[src/rtl/clock_pkg.sv]
//------------------------------------------------------------------------------
// clock_pkg
//   Constants shared by the clock user-interface blocks. adj_mode values are
//   common to key_adjust_ctrl and display_driver, so the field being edited is
//   the field that flashes.
// Revision: 1.0  initial release
//------------------------------------------------------------------------------
`default_nettype none

package clock_pkg;

  localparam logic [1:0] ADJ_NONE = 2'd0;
  localparam logic [1:0] ADJ_HOUR = 2'd1;
  localparam logic [1:0] ADJ_MIN  = 2'd2;

  // Mode key cycles NORMAL -> HOUR -> MIN -> NORMAL.
  function automatic logic [1:0] next_adj_mode(input logic [1:0] cur);
    case (cur)
      ADJ_NONE: return ADJ_HOUR;
      ADJ_HOUR: return ADJ_MIN;
      default:  return ADJ_NONE;
    endcase
  endfunction

endpackage

`default_nettype wire

[src/rtl/key_debounce.sv]
//------------------------------------------------------------------------------
// key_debounce
//   2-FF synchroniser plus counter debouncer for one raw pushbutton.
//   Ports:
//     clk_scan  in   1 kHz scan clock
//     rst_n     in   asynchronous active-low reset
//     key_raw   in   raw, bouncy, active-high button
//     key_level out  debounced level
//     key_press out  one-cycle pulse on a rising edge of key_level
// Revision: 1.0  initial release
//------------------------------------------------------------------------------
`default_nettype none

module key_debounce #(
  parameter int DEBOUNCE_MS = 20
) (
  input  logic clk_scan,
  input  logic rst_n,
  input  logic key_raw,
  output logic key_level,
  output logic key_press
);

  localparam int               CNT_W    = $clog2(DEBOUNCE_MS + 1);
  localparam logic [CNT_W-1:0] CNT_LAST = CNT_W'(DEBOUNCE_MS - 1);

  logic [1:0]       sync_q, sync_d;
  logic             level_q, level_d;
  logic             level_prev_q, level_prev_d;
  logic [CNT_W-1:0] cnt_q, cnt_d;

  always_comb begin
    sync_d       = {sync_q[0], key_raw};
    level_prev_d = level_q;
    level_d      = level_q;
    cnt_d        = '0;
    // Count consecutive disagreements; the cycle whose count would reach
    // DEBOUNCE_MS flips the level and leaves the counter cleared.
    if (sync_q[1] != level_q) begin
      if (cnt_q == CNT_LAST) begin
        level_d = ~level_q;
      end else begin
        cnt_d = cnt_q + 1'b1;
      end
    end
  end

  always_ff @(posedge clk_scan or negedge rst_n) begin
    if (!rst_n) begin
      sync_q       <= '0;
      level_q      <= 1'b0;
      level_prev_q <= 1'b0;
      cnt_q        <= '0;
    end else begin
      sync_q       <= sync_d;
      level_q      <= level_d;
      level_prev_q <= level_prev_d;
      cnt_q        <= cnt_d;
    end
  end

  assign key_level = level_q;
  assign key_press = level_q & ~level_prev_q;

endmodule

`default_nettype wire

[src/rtl/key_adjust_ctrl.sv]
//------------------------------------------------------------------------------
// key_adjust_ctrl
//   Clock user-interface input stage: debounces the three buttons, runs the
//   adjust-mode FSM and produces single-cycle inc/dec step pulses with
//   long-press auto-repeat and an inactivity timeout back to NORMAL.
//   Ports:
//     clk_scan   in   1 kHz scan clock (1 cycle = 1 ms)
//     rst_n      in   asynchronous active-low reset
//     key_mode   in   raw mode button
//     key_inc    in   raw increment button
//     key_dec    in   raw decrement button
//     adj_mode   out  ADJ_NONE / ADJ_HOUR / ADJ_MIN
//     inc_pulse  out  one-cycle increment request
//     dec_pulse  out  one-cycle decrement request
// Revision: 1.0  initial release
//------------------------------------------------------------------------------
`default_nettype none

module key_adjust_ctrl
  import clock_pkg::*;
#(
  parameter int DEBOUNCE_MS   = 20,
  parameter int LONG_PRESS_MS = 600,
  parameter int REPEAT_MS     = 150,
  parameter int TIMEOUT_MS    = 10000
) (
  input  logic       clk_scan,
  input  logic       rst_n,
  input  logic       key_mode,
  input  logic       key_inc,
  input  logic       key_dec,
  output logic [1:0] adj_mode,
  output logic       inc_pulse,
  output logic       dec_pulse
);

  localparam int               RPT_W      = $clog2(LONG_PRESS_MS + 1);
  localparam int               TMO_W      = $clog2(TIMEOUT_MS + 1);
  localparam logic [RPT_W-1:0] RPT_ONE    = RPT_W'(1);
  localparam logic [RPT_W-1:0] RPT_FIRE   = RPT_W'(LONG_PRESS_MS);
  // After a repeat pulse, restarting here puts the next one REPEAT_MS later.
  localparam logic [RPT_W-1:0] RPT_RELOAD = RPT_W'(LONG_PRESS_MS - REPEAT_MS + 1);
  localparam logic [TMO_W-1:0] TMO_ONE    = TMO_W'(1);
  localparam logic [TMO_W-1:0] TMO_LIMIT  = TMO_W'(TIMEOUT_MS);

  logic mode_press, inc_press, dec_press;
  logic inc_lvl, dec_lvl;
  logic mode_lvl_unused;

  key_debounce #(.DEBOUNCE_MS(DEBOUNCE_MS)) u_deb_mode (
    .clk_scan (clk_scan), .rst_n (rst_n), .key_raw (key_mode),
    .key_level(mode_lvl_unused), .key_press(mode_press)
  );
  key_debounce #(.DEBOUNCE_MS(DEBOUNCE_MS)) u_deb_inc (
    .clk_scan (clk_scan), .rst_n (rst_n), .key_raw (key_inc),
    .key_level(inc_lvl), .key_press(inc_press)
  );
  key_debounce #(.DEBOUNCE_MS(DEBOUNCE_MS)) u_deb_dec (
    .clk_scan (clk_scan), .rst_n (rst_n), .key_raw (key_dec),
    .key_level(dec_lvl), .key_press(dec_press)
  );

  logic [1:0]       mode_q, mode_d;
  logic             armed_q, armed_d;     // a step key is being auto-repeated
  logic             dir_inc_q, dir_inc_d; // which key armed the repeat
  logic [RPT_W-1:0] rpt_q, rpt_d;
  logic [TMO_W-1:0] tmo_q, tmo_d;
  logic             inc_q, inc_d;
  logic             dec_q, dec_d;

  logic step_press;
  logic both_held;
  logic armed_held;

  always_comb begin
    mode_d     = mode_q;
    armed_d    = armed_q;
    dir_inc_d  = dir_inc_q;
    rpt_d      = rpt_q;
    tmo_d      = tmo_q;
    inc_d      = 1'b0;
    dec_d      = 1'b0;
    step_press = inc_press | dec_press;
    both_held  = inc_lvl & dec_lvl;
    armed_held = dir_inc_q ? inc_lvl : dec_lvl;

    if (mode_press) begin
      // Mode change wins over any step press in the same cycle.
      mode_d  = next_adj_mode(mode_q);
      armed_d = 1'b0;
      rpt_d   = '0;
      tmo_d   = (next_adj_mode(mode_q) == ADJ_NONE) ? '0 : TMO_ONE;
    end else if (mode_q == ADJ_NONE) begin
      armed_d = 1'b0;
      rpt_d   = '0;
      tmo_d   = '0;
    end else begin
      if (both_held) begin
        // Conflicting keys: stay silent; the survivor needs a fresh press.
        armed_d = 1'b0;
        rpt_d   = '0;
      end else if (step_press) begin
        // Both presses at once imply both_held, so these are exclusive here.
        inc_d     = inc_press;
        dec_d     = dec_press;
        armed_d   = 1'b1;
        dir_inc_d = inc_press;
        rpt_d     = RPT_ONE;
      end else if (armed_q && armed_held) begin
        if (rpt_q == RPT_FIRE) begin
          inc_d = dir_inc_q;
          dec_d = ~dir_inc_q;
          rpt_d = RPT_RELOAD;
        end else begin
          rpt_d = rpt_q + 1'b1;
        end
      end else begin
        armed_d = 1'b0;
        rpt_d   = '0;
      end

      // tmo counts cycles since the last press or step pulse.
      if (step_press || inc_d || dec_d) begin
        tmo_d = TMO_ONE;
      end else if (tmo_q == TMO_LIMIT) begin
        mode_d  = ADJ_NONE;
        tmo_d   = '0;
        armed_d = 1'b0;
        rpt_d   = '0;
      end else begin
        tmo_d = tmo_q + 1'b1;
      end
    end
  end

  always_ff @(posedge clk_scan or negedge rst_n) begin
    if (!rst_n) begin
      mode_q    <= ADJ_NONE;
      armed_q   <= 1'b0;
      dir_inc_q <= 1'b0;
      rpt_q     <= '0;
      tmo_q     <= '0;
      inc_q     <= 1'b0;
      dec_q     <= 1'b0;
    end else begin
      mode_q    <= mode_d;
      armed_q   <= armed_d;
      dir_inc_q <= dir_inc_d;
      rpt_q     <= rpt_d;
      tmo_q     <= tmo_d;
      inc_q     <= inc_d;
      dec_q     <= dec_d;
    end
  end

  assign adj_mode  = mode_q;
  assign inc_pulse = inc_q;
  assign dec_pulse = dec_q;

endmodule

`default_nettype wire
[config.mk]
export PLATFORM = sky130hd
export DESIGN_NAME = key_adjust_ctrl
export DESIGN_NICKNAME = d
export VERILOG_FILES = /design/src/rtl/clock_pkg.sv /design/src/rtl/key_debounce.sv /design/src/rtl/key_adjust_ctrl.sv
export SDC_FILE = /design/constraint.sdc
export NUM_CORES = 1
export LEC_CHECK = 0
export ABC_AREA = 1
export ABC_CLOCK_PERIOD_IN_PS = 1950
export CAP_MARGIN = 20
export CORE_AREA = 2 2 72 74
export CTS_CLUSTER_DIAMETER = 100
export CTS_CLUSTER_SIZE = 14
export DETAILED_ROUTE_END_ITERATION = 6
export DIE_AREA = 0 0 74 76
export GPL_ROUTABILITY_DRIVEN = 1
export PLACE_DENSITY = 0.76
export SYNTH_ARGS = -nofsm -noshare
export SYNTH_HDL_FRONTEND = slang
export SYNTH_HIERARCHICAL = 1
export SYNTH_SLANG_ARGS = --single-unit
[constraint.sdc]
create_clock -name clk_scan -period 1.95 [get_ports clk_scan]
set_input_delay 0.195 -clock clk_scan [delete_from_list [all_inputs] [get_ports clk_scan]]
set_output_delay 0.195 -clock clk_scan [all_outputs]
set_load 0.005 [all_outputs]
==> metrics, run 1 <==
Initial Util 57.6%; Ys Warns 6; share of flip-flops with an asynchronous set or reset 100%; Setup crit end kind flip-flop; clk buf depth 2; worst-margin pin slew roughly 0.37 ns; Levels on crit path 12; number of synthesized flops with an enable pin 0; slack of the critical path 0.248 ns; first-pass GRT wire length about 8500 um; Cells after Synth roughly 330; CP bufs+invs 2; status finished, final reports clean; Leak approximately 0.0014 uW; Seq pwr share a little over half; worst hold stages 1; Rows 26; Power Dens Cells 708 mW/mm2; RSZ-0062 raised after global routing false; final setup vio count 0; Reg clk slew, reported paths 0.07 ns; fin crit share between 80% and 90%; DRT Wirelength 4530 um; post-synth top area share about half; Mapped Area ~0.0028 mm2; ranking of synthesized cells by area dfrtp_1 50%, nand2_1 7.4%, nor2_1 7.4%; Global Route Usage Sum approximately 20%; # DRC 0; Startpoint Class flip-flop; synthesis-stage register bit count 57; Sw Ratio 23.7%; worst hold margin ~0.3 ns; layout cells sized above 1 between 10 and 15%; largest net degree at the start of global routing slightly below 60; via count of the first global-routing pass a little over 2,000; Die Ht ~76 um; Port Buffers 8; WL/cell roughly 11 um; die width ~74 um; largest fanout on the critical path 11; Max Freq between 500 and 600 MHz; post-synth cell types 27; type of the worst min-delay path in -> reg; Slowest-stage cell, CP dfrtp_1; Final nets approximately 360; Setup WS pre-CTS about 0.17 ns; Net Switching between 500 and 600 uW; Slew Limit Fails 0; CP required 2.20 ns; Vias/cell ~4.9; synthesized net count around 340; Finished Core Util approximately two thirds; Fin Clk Skew approximately 0.011 ns; max_slew headroom roughly 75%; Setup Crit Path Kind reg -> reg; maxcap violations 0; Min Clock Period, post-route ~1.7 ns; Max IR drop VDD ~0.00046 V; Clock Sink Count 57; worst reg-to-reg path cell count 12; top cells by count, synth 57 x dfrtp_1, 56 x nand2_1, 56 x nor2_1; Placer Congestion roughly 0.83; H-tree lvl count 3; cell family with most CP delay simple AND/OR/NAND/NOR gates; area leader, netlist dfrtp_1; dpl hpwl roughly 3300 um; internal power around 1700 uW; initial drt markers between 90 and 100; area delta synth->final 12.7%; CTS tree done; crit-path cells inv_1, nor2_1, inv_1, nand2_2, nor2_1, nand3_1, nor2_2, nor2_2, nand2_2, nand2_4, nand2_4, nor3b_1; clk root buf clkbuf_8; crit path DAT 1.95 ns; clock power share about 42%; clk_lat worst skew about 0.33 ns; sequential fraction of the synthesis area about half; die area around 0.0056 mm2; Ant. Diodes 0; post-CTS setup buffer count 0; Comb pwr share approximately 3.5%; Core Area between 0.004 and 0.005 mm2; Pwr Total 2260 uW; Fin. Hold Viols 0; top_reg_cell synth dfrtp_1; DR vias roughly 2,100; ANT nets after route 0; IO Pins 9; mean area per synthesized cell about 8.7 um2; initial antenna violation count 0; count leader, synth dfrtp_1; gr ovfl total 0; Largest stage delay, worst path 0.42 ns; cts bufs inserted 9; drt pass-1 iters 4; Setup TNS 0 ns
-- cell families (layout without fill, tap and decap cells) --
kind of cell               after synthesis  after routing  synth area share [%]
buffers and inverters                   52             77                  7.16
and+or+nand+nor                        176            176                  30.8
xor gates and xnor gates                18             18                  5.57
AOI/OAI and AO/OA                       16             16                  2.96
DFF                                     57             57                  50.4
adders and majority gates                7              7                  3.09
-- timing repair --
action,in CTS,in global routing
endpoints found under the setup margin,0,4
hold endpoints to repair,57,0
resized for setup,0,2
hold buffers,1,0
-- stage by stage --
stage	std cells	cell area (um2)
global placement	404	3000
CTS	421	3190
detailed placement	404	3000
global route	421	3190
finish	421	3190
floorplan	326	2830
-- state kept, by name (all words and copies together) (netlist names), 2 cells and up --
signal             flops
u_deb_dec/sync_q       2
u_deb_inc/sync_q       2
u_deb_mode/sync_q      2
tmo_q                 14
u_deb_mode/cnt_q       5
u_deb_inc/cnt_q        5
rpt_q                 10
adj_mode               2
u_deb_dec/cnt_q        5
-- cells in the final DEF (no fill, tap or decap), drive strengths merged --
master | netlist | final
nand2 | 65 | 65
nor2 | 64 | 64
dfrtp | 57 | 57
inv | 51 | 51
nand3 | 28 | 28
clkbuf | 0 | 11
xor2 | 10 | 10
nand4 | 9 | 9
xnor2 | 8 | 8
o21ai | 8 | 8
ha | 7 | 7
clkdlybuf4s50 | 0 | 7
nor3 | 7 | 7
a21oi | 6 | 6
clkinv | 0 | 4
nor3b | 2 | 2
buf | 1 | 2
nor4 | 1 | 1
a31oi | 1 | 1
o31ai | 1 | 1
clkinvlp | 0 | 1
dlygate4sd3 | 0 | 1
-- area by class of cell --
class	count	area [um2]
clock inverters	5	31.3
clock buffers	11	141
repair buffers	10	105
well taps	70	87.6
multi-input cells	217	1210
inverters	51	191
flip-flops and latches	57	1430
fillers	385	1720
-- metal layers --
metal	GRT usage, %	vias up	share of wire, %
met2	30.9	23	49
met1	24.0	960	46
met3	4.76	9	2.5
met4	10.9	0	2.0
met5	0	-	0
li1	-	1059	-
-- final timing paths --
kind	endpoint	start	slack, ns
max	tmo_q[2]	u_deb_dec/key_level	0.25
min	u_deb_inc/sync_q[0]	key_inc	0.30
max reg2reg	tmo_q[2]	u_deb_dec/key_level	0.25
min reg2reg	u_deb_mode/sync_q[1]	u_deb_mode/sync_q[0]	0.35
max in group asynchronous	u_deb_inc/key_level	rst_n	1.30
min in group asynchronous	u_deb_inc/sync_q[1]	rst_n	0.39
-- power by group through the flow --
| stage | clock network (uW) | registers (uW) | logic [uW] |
|---|---|---|---|
| floorplan | 0 | 1240 | 37.7 |
| detailed placement | 0 | 1250 | 80.1 |
| finish | 958 | 1220 | 78.5 |
| global placement | 0 | 1240 | 77.6 |
| CTS | 988 | 1220 | 81.8 |
| global route | 1050 | 1230 | 91.7 |
-- worst register-to-register path: stages, from the launching register on --
cell	delay, ns
dfrtp_1	0.42
inv_1	0.08
nor2_1	0.16
inv_1	0.10
nand2_2	0.11
nor2_1	0.05
nand3_1	0.08
nor2_2	0.04
nor2_2	0.11
nand2_2	0.08
nand2_4	0.11
nand2_4	0.11
nor3b_1	0.19
Power figures use the tool's default switching activity.
==> run 2, diff against run 1 <==
--- a/config.mk
+++ b/config.mk
@@ -8,13 +8,13 @@
 export ABC_AREA = 1
 export ABC_CLOCK_PERIOD_IN_PS = 1950
 export CAP_MARGIN = 20
-export CORE_AREA = 2 2 72 74
+export CORE_AREA = 2 2 102 104
 export CTS_CLUSTER_DIAMETER = 100
 export CTS_CLUSTER_SIZE = 14
 export DETAILED_ROUTE_END_ITERATION = 6
-export DIE_AREA = 0 0 74 76
+export DIE_AREA = 0 0 104 106
 export GPL_ROUTABILITY_DRIVEN = 1
-export PLACE_DENSITY = 0.76
+export PLACE_DENSITY = 0.42
 export SYNTH_ARGS = -nofsm -noshare
 export SYNTH_HDL_FRONTEND = slang
 export SYNTH_HIERARCHICAL = 1
==> run 2 against run 1 <==
Against the previous run:
- first-iteration DRC count decreased by 7.1%
- combinational power hardly changed
- clock-buffer cell count stayed put
- highest routed layer unchanged
==> metrics, run 2 (synthesis gave the netlist of run 1 again) <==
status finished, final reports clean; maxcap violations 0; Startpoint Class flip-flop; Setup WS pre-CTS 0.165 ns; Slew Limit Fails 0; drt pass-1 iters 4; layout cells sized above 1 15.3%; most frequent cells in the layout 56 x nand2_1, 56 x nor2_1, 56 x dfrtp_1; clk root buf clkbuf_8; worst-margin pin slew around 0.38 ns; Largest Register tmo_q; cell mode on critical path nor2_2; die width about 100 um; Rows 37; Setup crit end kind flip-flop; Leak 0.00141 uW; CTS tree done; Clock Sink Count between 50 and 60; final setup vio count 0; Fin. Hold Viols 0; die area around 0.011 mm2; Finished Core Util around a third; Fin Clk Skew just under 0.006 ns; # DRC 0; Max IR drop VDD approximately 0.00029 V; area delta synth->final 16.2%; gr ovfl total 0; Pwr Total 2300 uW; Core Area ~0.010 mm2; IO Pins 9; WL/cell 10.4 um; Largest register FFs 14; post-CTS setup buffer count 0; Reg clk slew, reported paths roughly 0.07 ns; clk buf depth 2; Setup TNS 0 ns; Min Clock Period, post-route approximately 1.7 ns; Setup Crit Path Kind reg -> reg; DRT Wirelength a little over 5000 um; RSZ-0062 raised after global routing false; H-tree lvl count 3; slack of the critical path around 0.23 ns; Power Dens Cells 699 mW/mm2; first-pass GRT wire length 9020 um; crit path DAT around 2.0 ns; DR vias 2,024; Final nets about 360; Global Route Usage Sum 10.3%; initial drt markers 92; Die Ht ~110 um; Max Freq between 500 and 600 MHz; CP bufs+invs 1; clk_lat worst skew between 0.3 and 0.4 ns; top flop regs tmo_q x14, rpt_q x10; Placer Congestion between 0.7 and 0.8; largest net degree at the start of global routing 58; largest fanout on the critical path 6; CP required ~2.2 ns; Ant. Diodes 0; Initial Util 28.3%; crit-path cells inv_1, ha_1, nand2_1, nor2_2, nand3_4, nor2_2, nor2_2, nand2_2, nand2_4, nand2_4, nand3_2, nor2_1; via count of the first global-routing pass 2,048; cell family with most CP delay simple AND/OR/NAND/NOR gates; max_slew headroom 74.8%; Largest stage delay, worst path around 0.42 ns; dpl hpwl 3560 um; Port Buffers 8; ANT nets after route 0; cts bufs inserted 9; Slowest-stage cell, CP dfrtp_1; fin crit share between 80% and 90%; initial antenna violation count 0; Vias/cell a little over 4; type of the worst min-delay path in -> reg
run 2: cell types whose count changed in the layout (fill, tap and decap cells not counted):
cell | before | now
clkbuf_1 | 1 | 0
clkbuf_8 | 10 | 11
buf_4 | 0 | 1
clkinvlp_4 | 1 | 2
clkinv_4 | 1 | 0
run 2: metrics by stage:
stage	instance area, um2	instances	hold slack, ns
final	3290	488	0.294
after floorplan	2830	326	-0.101
after CTS	3280	488	0.272
after global routing	3290	488	0.278
after global placement	3090	471	0.234
after detailed placement	3090	471	0.226
run 2: final cells by class:
cell class                      instances  area, um2
Clock buffer                           11        151
Clock inverter                          5       30.0
Inverter                               51        191
Timing Repair Buffer                   11        113
Fill cell                            1078       6710
Sequential cell                        57       1430
Tap cell                              136        170
Multi-Input combinational cell        217       1210
run 2: final timing paths:
kind	from	endpoint	slack (ns)	cells after the start
min in group asynchronous	rst_n	u_deb_inc/cnt_q[3]	0.39	3
max reg2reg	rpt_q[0]	rpt_q[4]	0.23	12
min	key_inc	u_deb_inc/sync_q[0]	0.29	1
min reg2reg	u_deb_mode/sync_q[0]	u_deb_mode/sync_q[1]	0.35	0
max in group asynchronous	rst_n	u_deb_dec/key_level	1.30	3
max	rpt_q[0]	rpt_q[4]	0.23	12
run 2: per-layer routing:
metal	wire length, um	vias up	global-route usage [%]
li1	-	1059	-
met1	2480	937	11.8
met2	2320	22	17.2
met3	170	6	4.23
met4	88	0	3.76
met5	0	-	0
run 2: repair_timing:
action                                  CTS  global route
endpoints found under the setup margin    0             2
hold endpoints to repair                 57             0
hold buffers                              1             0
gates resized for setup                   0             2
run 2: power breakdown:
group | internal [uW] | switching (uW)
registers | 1200 | 18.1
logic | 30.1 | 48.2
clock network | 523 | 478
total | 1760 | 544
==> run 3, diff against run 2 <==
--- a/config.mk
+++ b/config.mk
@@ -8,14 +8,13 @@
 export ABC_AREA = 1
 export ABC_CLOCK_PERIOD_IN_PS = 1950
 export CAP_MARGIN = 20
-export CORE_AREA = 2 2 102 104
+export CORE_AREA = 2 2 100 102
 export CTS_CLUSTER_DIAMETER = 100
 export CTS_CLUSTER_SIZE = 14
 export DETAILED_ROUTE_END_ITERATION = 6
-export DIE_AREA = 0 0 104 106
+export DIE_AREA = 0 0 102 104
 export GPL_ROUTABILITY_DRIVEN = 1
 export PLACE_DENSITY = 0.42
 export SYNTH_ARGS = -nofsm -noshare
 export SYNTH_HDL_FRONTEND = slang
-export SYNTH_HIERARCHICAL = 1
 export SYNTH_SLANG_ARGS = --single-unit
==> run 3 against run 2 <==
Against the previous run:
- non-clock buffer count increased by 1
- synthesized area decreased by 5.2%
- combinational power fell by 4.5%
- global-route usage fell by 0.066 points
- flip-flop and latch count stayed put
- sequential power is essentially flat
- setup slack lost 0.075 ns
- final area shrank 4.5%
- total power hardly changed
==> metrics, run 3 <==
synthesized net count between 300 and 400; via count of the first global-routing pass just under 2,000; clk root buf clkbuf_8; Net Switching approximately 510 uW; die area approximately 0.011 mm2; # DRC 0; WL/cell roughly 10 um; Initial Util approximately 28%; largest fanout on the critical path 11; Clock Sink Count 57; crit-path cells inv_1, ha_1, inv_1, nor2_1, nand4_2, o21ai_1, nand2_1, and2_4, nand2_4, nor2_1; Ant. Diodes 0; Largest register FFs 14; placed cell areas just under 0.003 mm2; Setup Crit Path Kind reg -> reg; ranking of synthesized cells by area dfrtp_1 53%, nor2_1 6.3%, inv_1 5.9%; cell family with most CP delay simple AND/OR/NAND/NOR gates; CP bufs+invs 2; post-CTS setup buffer count 0; Core Area between 0.009 and 0.01 mm2; area taken by multi-input logic gates 0.00108 mm2; Pwr Total 2300 uW; post-synth cell types 29; CTS tree done; Reg clk slew, reported paths about 0.07 ns; DRT Wirelength 4590 um; RR Endpoint tmo_q[1]; most common cell after layout, fill and taps aside dfrtp_1; die width 102 um; dpl hpwl between 3000 and 4000 um; clk_lat worst skew ~0.33 ns; worst reg-to-reg path cell count 10; Global Route Usage Sum between 10% and 20%; crit path DAT slightly above 2 ns; synthesis-stage register bit count 57; Seq pwr share a little over half; Setup TNS 0 ns; H-tree lvl count 3; type of the worst min-delay path in -> reg; Fin. Hold Viols 0; RSZ-0062 raised after global routing false; Cells after Synth around 300; initial antenna violation count 0; flip-flop and latch area ~0.0014 mm2; drt pass-1 iters 4; most frequent cells in the layout 57 x dfrtp_1, 45 x nor2_1, 42 x inv_1; count leader, synth dfrtp_1; Final nets 327; Fin Clk Skew ~0.011 ns; area delta synth->final 17.1%; initial drt markers between 50 and 60; Port Buffers 8; Largest stage delay, worst path between 0.4 and 0.5 ns; IO Pins 9; top_reg_cell synth dfrtp_1; maxcap violations 0; Leak 0.00137 uW; Layout Cells excl Fill approximately 450; worst hold stages 1; Slowest-stage cell, CP dfrtp_1; top flop regs tmo_q x14, rpt_q x10; ANT nets after route 0; cts bufs inserted 9; Fill cells about 1,000; share of flip-flops with an asynchronous set or reset 100%; status finished, final reports clean; Largest Register tmo_q; Placer Congestion approximately 0.76; internal power between 1500 and 2000 uW; CP required about 2.2 ns; clk buf depth 2; Sw Ratio 22.2%; Comb pwr share around 3.3%; top cells by count, synth 57 x dfrtp_1, 45 x nor2_1, 42 x inv_1; Max Freq 556 MHz; first-pass GRT wire length 8500 um; Rows 36; Setup crit end kind flip-flop; Min Clock Period, post-route roughly 1.8 ns; DR vias around 1,800; worst hold start key_inc; number of synthesized flops with an enable pin 0; final setup vio count 0; Ys Warns 0; sequential fraction of the synthesis area ~53%; layout cells sized above 1 13.5%; post-synth top area share between 50% and 60%; Mapped Area approximately 0.0027 mm2; gr ovfl total 0; mean area per synthesized cell around 9 um2; fin crit share ~90%; Vias/cell ~4.1; worst-margin pin slew 0.385 ns; max_slew headroom ~74%; Hold Crit Endpoint u_deb_inc.sync_q[0]; largest net degree at the start of global routing 58; r2r startpoint rpt_q[0]; Cells after DPL roughly 440; worst hold margin roughly 0.30 ns; flop2flop setup slack ~0.15 ns; Slew Limit Fails 0; Startpoint Class flip-flop; finished layout cell area ~0.0031 mm2; clock power share between 40% and 50%; Die Ht between 100 and 150 um; Power Dens Cells ~730 mW/mm2; Max IR drop VDD ~0.00033 V; area leader, netlist dfrtp_1
[run 3: cell types whose count changed after synthesis, sizes merged, moves of 2 or more]
| cell | change |
|---|---|
| a21oi | +5 |
| inv | -7 |
| nand2 | -29 |
| nor2 | -7 |
| o21a | +2 |
| o21ai | -4 |
| xnor2 | +5 |
| xor2 | +2 |
[run 3: how the worst max path moves through the flow]
| stage | start | cells after the start | endpoint |
|---|---|---|---|
| 3_5_place_dp | rpt_q[0] | 10 | tmo_q[1] |
| 2_1_floorplan | rpt_q[0] | 13 | tmo_q[10] |
| 4_1_cts | rpt_q[0] | 10 | tmo_q[1] |
| 5_1_grt | rpt_q[0] | 10 | tmo_q[1] |
| 6_report | rpt_q[0] | 10 | tmo_q[1] |
| 3_3_place_gp | rpt_q[0] | 10 | tmo_q[1] |
[run 3: metal layers]
layer | share of wire, % | wire length, um | vias up | GRT usage [%]
met3 | 2.4 | 112 | 6 | 2.42
met4 | 2.1 | 97 | 0 | 6.29
met5 | 0 | 0 | - | 0
met2 | 46 | 2110 | 18 | 15.2
met1 | 49 | 2270 | 847 | 13.2
li1 | - | - | 967 | -
[run 3: kinds of logic after synthesis]
family / after synthesis / share of synthesized area (%)
XOR/XNOR: 25 / 8.15
buffers and inverters: 45 / 6.71
adder cells (fa/ha/maj): 7 / 3.26
AND/OR/NAND/NOR: 141 / 25.0
AO/OA/AOI/OAI: 18 / 3.77
flip-flops: 57 / 53.1
[run 3: repair_timing]
item	CTS	global route
hold endpoints to repair	57	0
hold buffers	1	0
resized for setup	0	1
endpoints found under the setup margin	0	1
[run 3: metrics by stage]
step                util, %  setup slack, ns
detailed placement     30.9            0.159
global route           32.9          0.00470
finish                 32.9            0.152
floorplan                 -            0.305
global placement       30.9            0.204
CTS                    32.9            0.151
[run 3: final cells by class]
cell class | instances | area share (%)
inverter | 44 | 5.25
multi-input combinational | 191 | 34.5
clock buffer | 13 | 5.37
clock inverter | 2 | 0.398
tap | 133 | 5.29
sequential | 57 | 45.4
timing repair buffer | 12 | 3.82
[run 3: power by group through the flow]
stage / logic (uW) / clock network, uW / registers [uW]
after CTS: 78.7 / 1060 / 1220
after detailed placement: 77.1 / 0 / 1240
after global routing: 88.9 / 1110 / 1220
after global placement: 76.7 / 0 / 1240
final: 74.8 / 1010 / 1220
after floorplan: 34.8 / 0 / 1240
